**src/rtl/xmem_loader.sv**
```systemverilog
// Streams words into an xmem port at base + k*stride; write appears 1 cycle after acceptance.
// Backpressure: s_ready drops outside LOAD and whenever hold is high.
module xmem_loader #(
  parameter int MEM_ADDR_W = 10,
  parameter int DATA_W     = 32
) (
  input  logic                  clk,
  input  logic                  rst,
  input  logic                  start,
  input  logic                  hold,
  input  logic [MEM_ADDR_W-1:0] base_addr,
  input  logic [MEM_ADDR_W-1:0] stride,
  input  logic [MEM_ADDR_W:0]   length,
  output logic                  busy,
  output logic                  done,
  input  logic                  s_valid,
  output logic                  s_ready,
  input  logic [DATA_W-1:0]     s_data,
  output logic                  mem_valid,
  output logic                  mem_we,
  output logic [MEM_ADDR_W-1:0] mem_addr,
  output logic [DATA_W-1:0]     mem_wdata
);

  typedef enum logic [1:0] {IDLE, LOAD, FIN} state_t;

  localparam logic [MEM_ADDR_W:0] CNT_ONE = 1;

  state_t                state, state_nxt;
  logic [MEM_ADDR_W-1:0] stride_r;
  logic [MEM_ADDR_W-1:0] addr_acc;
  logic [MEM_ADDR_W:0]   len_r;
  logic [MEM_ADDR_W:0]   cnt;
  logic [MEM_ADDR_W:0]   cnt_inc;
  logic                  accept;
  logic                  cfg_load;

  assign cnt_inc  = cnt + CNT_ONE;
  assign busy     = (state != IDLE);
  assign cfg_load = (state == IDLE) && start;

  always_ff @(posedge clk or negedge rst) begin
    if (!rst) state <= IDLE;
    else      state <= state_nxt;
  end

  always_comb begin
    state_nxt = state;
    s_ready   = 1'b0;
    accept    = 1'b0;
    case (state)
      IDLE: begin
        if (start) state_nxt = (length == '0) ? FIN : LOAD;
      end
      LOAD: begin
        s_ready = ~hold;
        accept  = s_valid & ~hold;
        if (accept && (cnt_inc == len_r)) state_nxt = FIN;
      end
      FIN:     state_nxt = IDLE;
      default: state_nxt = IDLE;
    endcase
  end

  // addr_acc always holds the address of the next word to be accepted
  always_ff @(posedge clk or negedge rst) begin
    if (!rst) begin
      stride_r  <= '0;
      len_r     <= '0;
      addr_acc  <= '0;
      cnt       <= '0;
      mem_valid <= 1'b0;
      mem_we    <= 1'b0;
      mem_addr  <= '0;
      mem_wdata <= '0;
      done      <= 1'b0;
    end else begin
      mem_valid <= accept;
      mem_we    <= accept;
      done      <= (state_nxt == FIN);
      if (cfg_load) begin
        stride_r <= stride;
        len_r    <= length;
        addr_acc <= base_addr;
        cnt      <= '0;
      end else if (accept) begin
        mem_addr  <= addr_acc;
        mem_wdata <= s_data;
        addr_acc  <= addr_acc + stride_r;
        cnt       <= cnt_inc;
      end
    end
  end

endmodule

```
**config.mk**
```make
export PLATFORM = sky130hd
export DESIGN_NAME = xmem_loader
export DESIGN_NICKNAME = d
export VERILOG_FILES = /design/src/rtl/xmem_loader.sv
export SDC_FILE = /design/constraint.sdc
export NUM_CORES = 1
export LEC_CHECK = 0
export ABC_AREA = 1
export CAP_MARGIN = 40
export CORE_MARGIN = 10
export CORE_UTILIZATION = 53
export DETAILED_ROUTE_END_ITERATION = 16
export PLACE_DENSITY = 0.95
export SYNTH_ARGS = -nofsm -noshare
export SYNTH_HDL_FRONTEND = slang
export SYNTH_SLANG_ARGS = --single-unit
```
**constraint.sdc**
```tcl
create_clock -name clk -period 2.6 [get_ports clk]
set_input_delay 0.52 -clock clk [delete_from_list [all_inputs] [get_ports clk]]
set_output_delay 0.52 -clock clk [all_outputs]
set_load 0.02 [all_outputs]
```
==> results of run 1 <==
## flip-flops by register name, summed over array words and instances (netlist names)
name       count
len_r         11
done           1
cnt           11
mem_addr      10
stride_r      10
mem_wdata     32
state          2
addr_acc      10
mem_we         1
## report_power, final
group	internal, mW	switching, mW	leakage [nW]
Sequential	1.91	0.382	1.10
Combinational	1.28	1.83	1.67
Clock	0.558	0.467	0.101
## path summary, 6_finish.rpt
kind                            endpoint  slack (ns)  depth (start not counted)
max                              s_ready        0.28                          4
min                             len_r[7]        0.19                          2
max reg2reg                  addr_acc[6]        0.41                         11
min reg2reg                 mem_wdata[9]        0.47                          2
max in group asynchronous  mem_wdata[15]        2.05                          2
min in group clk            mem_wdata[9]        0.47                          2
## cell type report
type | count | area (µm²) | area share, %
multi-input combinational | 387 | 1830 | 31.6
inverter | 57 | 214 | 3.70
sequential | 88 | 2200 | 38.1
tap | 102 | 128 | 2.21
timing repair buffer | 121 | 1200 | 20.8
clock buffer | 11 | 141 | 2.44
clock inverter | 3 | 67.6 | 1.17
## per-layer routing
metal | track usage, % | wire length, µm
met1 | 24.4 | 4780
met5 | 0 | 0
met2 | 33.9 | 6000
met4 | 6.24 | 174
met3 | 6.21 | 971
## cells by family (layout without fill, tap and decap cells)
group,Yosys count,in the layout
buffers and inverters,74,192
AND/OR/NAND/NOR,311,311
AO/OA/AOI/OAI,61,61
adder cells (fa/ha/maj),11,11
XOR/XNOR,4,4
flip-flops,88,88
## placed cells by master (no fill, tap or decap), types with 3 or more instances in the layout
cell type / count
nor2_4: 4
ha_1: 10
nand2_2: 5
buf_4: 7
nand2_1: 231
nand3b_1: 6
clkbuf_8: 10
o211ai_1: 3
nand4_1: 6
a21oi_1: 7
inv_2: 4
o22ai_1: 8
clkdlybuf4s50_1: 113
nand3_1: 25
inv_1: 53
o21ai_0: 30
o221ai_1: 5
dfrtp_1: 88
nor2_1: 29
## stage by stage
stage | utilization [%] | power (mW) | setup slack, ns | cell area [µm²] | instances
floorplan | - | 4.19 | 0.804 | 4320 | 549
global placement | 71.4 | 5.21 | 0.424 | 5580 | 755
detailed placement | 71.4 | 5.39 | 0.371 | 5580 | 755
CTS | 74.1 | 6.44 | 0.266 | 5780 | 769
global route | 74.1 | 6.94 | 0.218 | 5780 | 769
finish | 74.1 | 6.44 | 0.277 | 5780 | 769
==> results.md, run 1 <==
* Cts repair resizes at 0
* DRT Pass-1 Iters at 5
* Post-synth top area cell: dfrtp_1
* Worst EP required at 2.08 ns
* Global-route wire length before repair at approximately 20 mm
* Relative slew slack at between 60% and 70%
* Avg WL per Cell at 15.5 µm
* Crit. End Element: output port
* Nets at 743
* Final setup violating endpoints at 0
* Vias in the first global route at 4199
* WS Path Type: flip-flop to output port
* Worst-Margin Slew at 0.486 ns
* Die Y at 110 µm
* Via/cell ratio at 5.26
* Via count at roughly 4k
* Ys async rst share at 100%
* Post-synth EDFFs at 0
* Synth top area share at 51.0%
* Longest Clk Path Bufs at 2
* DRC errors left at 0
* Critical path's slowest cell: clkdlybuf4s50_1
* TritonCTS buffer count at 9
* Total global-route track usage at 20.2%
* Worst-path clk slew at 0.09 ns
* Top Family by Delay on Critical Path: buffers and inverters
* Layout cells sized above 1 at under 10%
* Htree depth at 3
* Peak VDD IR at 0.629 mV
* Critical-path cell list: nor2_1 > inv_1 > nor2_1 > clkdlybuf4s50_1
* Initial antenna violation count at 0
* Largest net degree at the start of global routing at 89
* Max Slew Vio Count at 0
* Max-Cap Viols at 0
* Post-synthesis simple-gate area fraction at 29.7%
* Min Hold Slack at 0.189 ns
* Final hold violations at 0
* Initial DRC Count at 212
* Period utilization at roughly 89%
* # diodes at 0
* Commonest cells post-synth: nand2_1, dfrtp_1, inv_1, nor2_1, o21ai_0
* Synth Area in Compound Gates at 8.31%
* Hold Path Class: input port to async pin
* Clk sinks at slightly below 90
* Syn_area_per_cell at 7.87 µm²
* Fillcell total at 568
* Mapped cell area at 0.00432 mm²
* Post-synthesis adder-cell area fraction at 3.36%
* GPL Wtd Cong at 0.935
* Top-count cell post-synth: nand2_1
* Routed Antenna Nets at 0
* Postcts setup bufs at 0
* Maximum fanout along the worst path at 3
* Reg-to-reg startpoint: stride_r[0]
* Main synth FF type: dfrtp_1
* RSZ-0062 raised after global routing: no
* Gr ovfl total at 0
* Die W at 110 µm
* Leakage power at 2.87 nW
* Final worst path period need at around 2.3 ns
* CP max stage delay at approximately 0.62 ns
* Hold_buf cts at 0
* CP Launch Point: state[1]
* Largest cells by area after synthesis: dfrtp_1, nand2_1, inv_1
* Buf/Inv on CP at 2
* Core footprint at 0.00781 mm²
* Power per Cell Area at 1110 mW/mm²
* Num rows at 32
* Fmax at between 400 and 500 MHz
* Largest family of logic cells by synthesized area: simple AND/OR/NAND/NOR gates
* Mux contribution to synthesized area at 0%
* Netlist cell types at 33
* Cell mode on critical path: nor2_1
* Initial cell density of the core at 55.3%
* CTS tree: done
* Clock Latency Late Sink at 0.35 ns
* Post-synthesis xor/xnor area fraction at less than 1%
* Worst setup SP type: flip-flop
* DP HPWL at 8.86 mm
* Number of I/O port buffers at 114
* Top-Level Pins at 115
* Seq/Total Area, Yosys at around half
* Setup TNS at 0 ns
* Root Buffer: clkbuf_8
* Detailed Route WL at between 10 and 15 mm
* Post-Syn Nets at 628
* Status: complete, no violations
* Clock skew at 0.00789 ns
* Synth Warn # at 0
* Flops & latches, synth at 88
* Die ar. at 0.0122 mm²
* Layout area overhead at 33.9%
* Critical path arrival at 1.80 ns
* Syn Inst Count at between 500 and 600
(Power assumes the default switching activity.)
==> run 2, diff against run 1 <==
--- a/config.mk
+++ b/config.mk
@@ -10,7 +10,7 @@
 export CORE_MARGIN = 10
 export CORE_UTILIZATION = 53
 export DETAILED_ROUTE_END_ITERATION = 16
-export PLACE_DENSITY = 0.95
+export PLACE_DENSITY = 0.86
 export SYNTH_ARGS = -nofsm -noshare
 export SYNTH_HDL_FRONTEND = slang
 export SYNTH_SLANG_ARGS = --single-unit
==> results.md, run 2 (synthesized netlist as in run 1, its figures left out) <==
* GPL Wtd Cong at 0.901 (-3.7%)
* Largest net degree at the start of global routing at 44 (-51%)
* Maximum fanout along the worst path at 3 (unchanged)
* Worst-path clk slew at 0.09 ns (about the same)
* Critical path arrival at 1.90 ns (+0.10 ns)
* Global-route wire length before repair at 20.0 mm (+0.62%)
* Total global-route track usage at 20.5% (+0.35 points)
* CTS tree: done
* Die Y at 110 µm (unchanged)
* Final worst path period need at 2.42 ns (+0.0954 ns)
* Worst-Margin Slew at 0.446 ns (-0.0409 ns)
* Initial cell density of the core at 55.3% (unchanged)
* Fin util at 74.3% (+0.21 points)
* Fmax at 413 MHz (-3.9%)
* Layout cells sized above 1 at 5.97% (+0.42 points)
* Max reg flops at 32 (unchanged)
* Num rows at 32 (unchanged)
* Status: complete, no violations
* Critical-path cell list: nor2_1 > inv_1 > nor2_1 > clkdlybuf4s50_1
* Clock skew at 0.0128 ns (+0.00487 ns)
* Core footprint at 0.00781 mm² (unchanged)
* DRT Pass-1 Iters at 8 (+3)
* Number of I/O port buffers at 114 (unchanged)
* Cell mode on critical path: nor2_1
* Psw at 2.70 mW (+0.61%)
* Initial antenna violation count at 0 (unchanged)
* Leading cell type in the layout, fill and taps excluded: nand2_1
* Min Hold Slack at 0.0772 ns (-0.111 ns)
* Via count at 4001 (-1.1%)
* Die ar. at 0.0122 mm² (unchanged)
* Avg WL per Cell at 15.8 µm (+1.7%)
* Critical path's slowest cell: clkdlybuf4s50_1
* # diodes at 0 (unchanged)
* WS Path Type: flip-flop to output port
* Vias in the first global route at 4109 (-2.1%)
* Area of the multi-input gates at 0.00183 mm² (unchanged)
* CP max stage delay at 0.65 ns (+0.03 ns)
* Setup ws final at 0.181 ns (-0.0954 ns)
* Leakage power at 2.88 nW (+0.33%)
* Nets at 744 (+0.13%)
* Comb pwr share at 48.7% (+0.3 points)
* Peak VDD IR at 0.550 mV (-13%)
* Seq pwr share at 35.9% (+0.2 points)
* Relative slew slack at 70.0% (+2.8 points)
* Hold Path Class: input port to async pin
* Gr ovfl total at 0 (unchanged)
* Net Sw Frac at 42.3% (+0.61 points)
* Hold_buf cts at 0 (unchanged)
* Crit. End Element: output port
* Via/cell ratio at 5.18 (-1.4%)
* Most flops, register: mem_wdata
* Layout area overhead at 34.3%
* Top-Level Pins at 115 (unchanged)
* Routed Antenna Nets at 0 (unchanged)
* RSZ-0062 raised after global routing: no
* Max Slew Vio Count at 0 (unchanged)
* Place WS at 0.348 ns (-0.0235 ns)
* DRC errors left at 0 (unchanged)
* Root Buffer: clkbuf_8
* Worst EP required at 2.08 ns (about the same)
* Longest Clk Path Bufs at 2 (unchanged)
* Clk sinks at 88 (unchanged)
* Fillcell total at 592 (+4.2%)
* TritonCTS buffer count at 9 (unchanged)
* Final hold violations at 0 (unchanged)
* Postcts setup bufs at 0 (unchanged)
* DP HPWL at 9.23 mm (+4.1%)
* Setup TNS at 0 ns (unchanged)
* Worst setup SP type: flip-flop
* Period utilization at 93.0% (+3.7 points)
* Clk pwr share at 15.4% (-0.5 points)
* Power per Cell Area at 1100 mW/mm² (-1.1%)
* Die W at 110 µm (unchanged)
* Leading registers by flop count: mem_wdata (32), cnt (11), len_r (11)
* Storage cell area at 0.00220 mm² (unchanged)
* Htree depth at 3 (unchanged)
* Initial DRC Count at 237 (+12%)
* Clock Latency Late Sink at 0.36 ns (about the same)
* Max-Cap Viols at 0 (unchanged)
* Detailed Route WL at 12.2 mm (+2.1%)
* Final setup violating endpoints at 0 (unchanged)
* Most frequent cells in the layout: nand2_1, clkdlybuf4s50_1, dfrtp_1
* Cts repair resizes at 0 (unchanged)
* Internal power at 3.68 mW (-1.9%)
==> run 2: cell types whose count changed in the layout (fill, tap and decap cells not counted), sizes merged <==
| cell | delta |
|---|---|
| buf | +1 |
| bufinv | -1 |
| inv | +2 |
| clkinv | +1 |
==> run 2: area by class of cell <==
cell class / count / area share (%)
flip-flops and latches: 88 / 38.0
multi-input cells: 387 / 31.5
repair buffers: 122 / 21.1
inverters: 57 / 3.69
clock buffers: 11 / 2.44
well taps: 102 / 2.20
clock inverters: 5 / 1.10
==> run 2: power groups by stage <==
stage                     Clock (mW)  Sequential [mW]  Combinational, mW
after detailed placement           0             2.31               3.09
after global placement             0             2.27               2.98
after floorplan                    0             2.53               1.66
after CTS                       1.00             2.29               3.13
after global routing            1.06             2.36               3.46
final                          0.982             2.29               3.11
==> run 2: metal layers <==
metal | track usage (%) | part of all wire [%] | vias up
met5 | 0 | 0 | -
met4 | 6.70 | 2.6 | 0
met3 | 6.62 | 6.3 | 27
met2 | 35.0 | 52 | 108
met1 | 24.0 | 39 | 1905
li1 | - | - | 1961
==> run 2: path summary, 6_finish.rpt <==
kind                              start           end  slack [ns]  depth (start not counted)
hold reg to reg            mem_wdata[4]  mem_wdata[4]        0.47                          2
setup / recovery               state[1]       s_ready        0.18                          4
max in group asynchronous           rst  mem_wdata[0]        1.94                          2
hold / removal                      rst   stride_r[8]        0.08                          1
setup reg to reg            addr_acc[0]   addr_acc[8]        0.51                         11
min in group clk           mem_wdata[4]  mem_wdata[4]        0.47                          2
==> run 2: per-stage QoR <==
step                cell area [µm²]  cells  total power [mW]
floorplan                      4320    549              4.19
global placement               5600    756              5.25
global route                   5800    772              6.88
detailed placement             5600    756              5.39
CTS                            5800    772              6.41
finish                         5800    772              6.38
==> run 2: worst max-delay path: cells and delay by family, from the launching register on <==
kind          cells  cell delay, ns
buf+inv           2            0.79
flops             1            0.39
simple gates      2            0.37
==> run 3, diff against run 2 <==
--- a/config.mk
+++ b/config.mk
@@ -6,7 +6,6 @@
 export NUM_CORES = 1
 export LEC_CHECK = 0
 export ABC_AREA = 1
-export CAP_MARGIN = 40
 export CORE_MARGIN = 10
 export CORE_UTILIZATION = 53
 export DETAILED_ROUTE_END_ITERATION = 16
==> results of run 3 <==
Same layout as run 2: the final DEF is identical, and so are final timing and power.
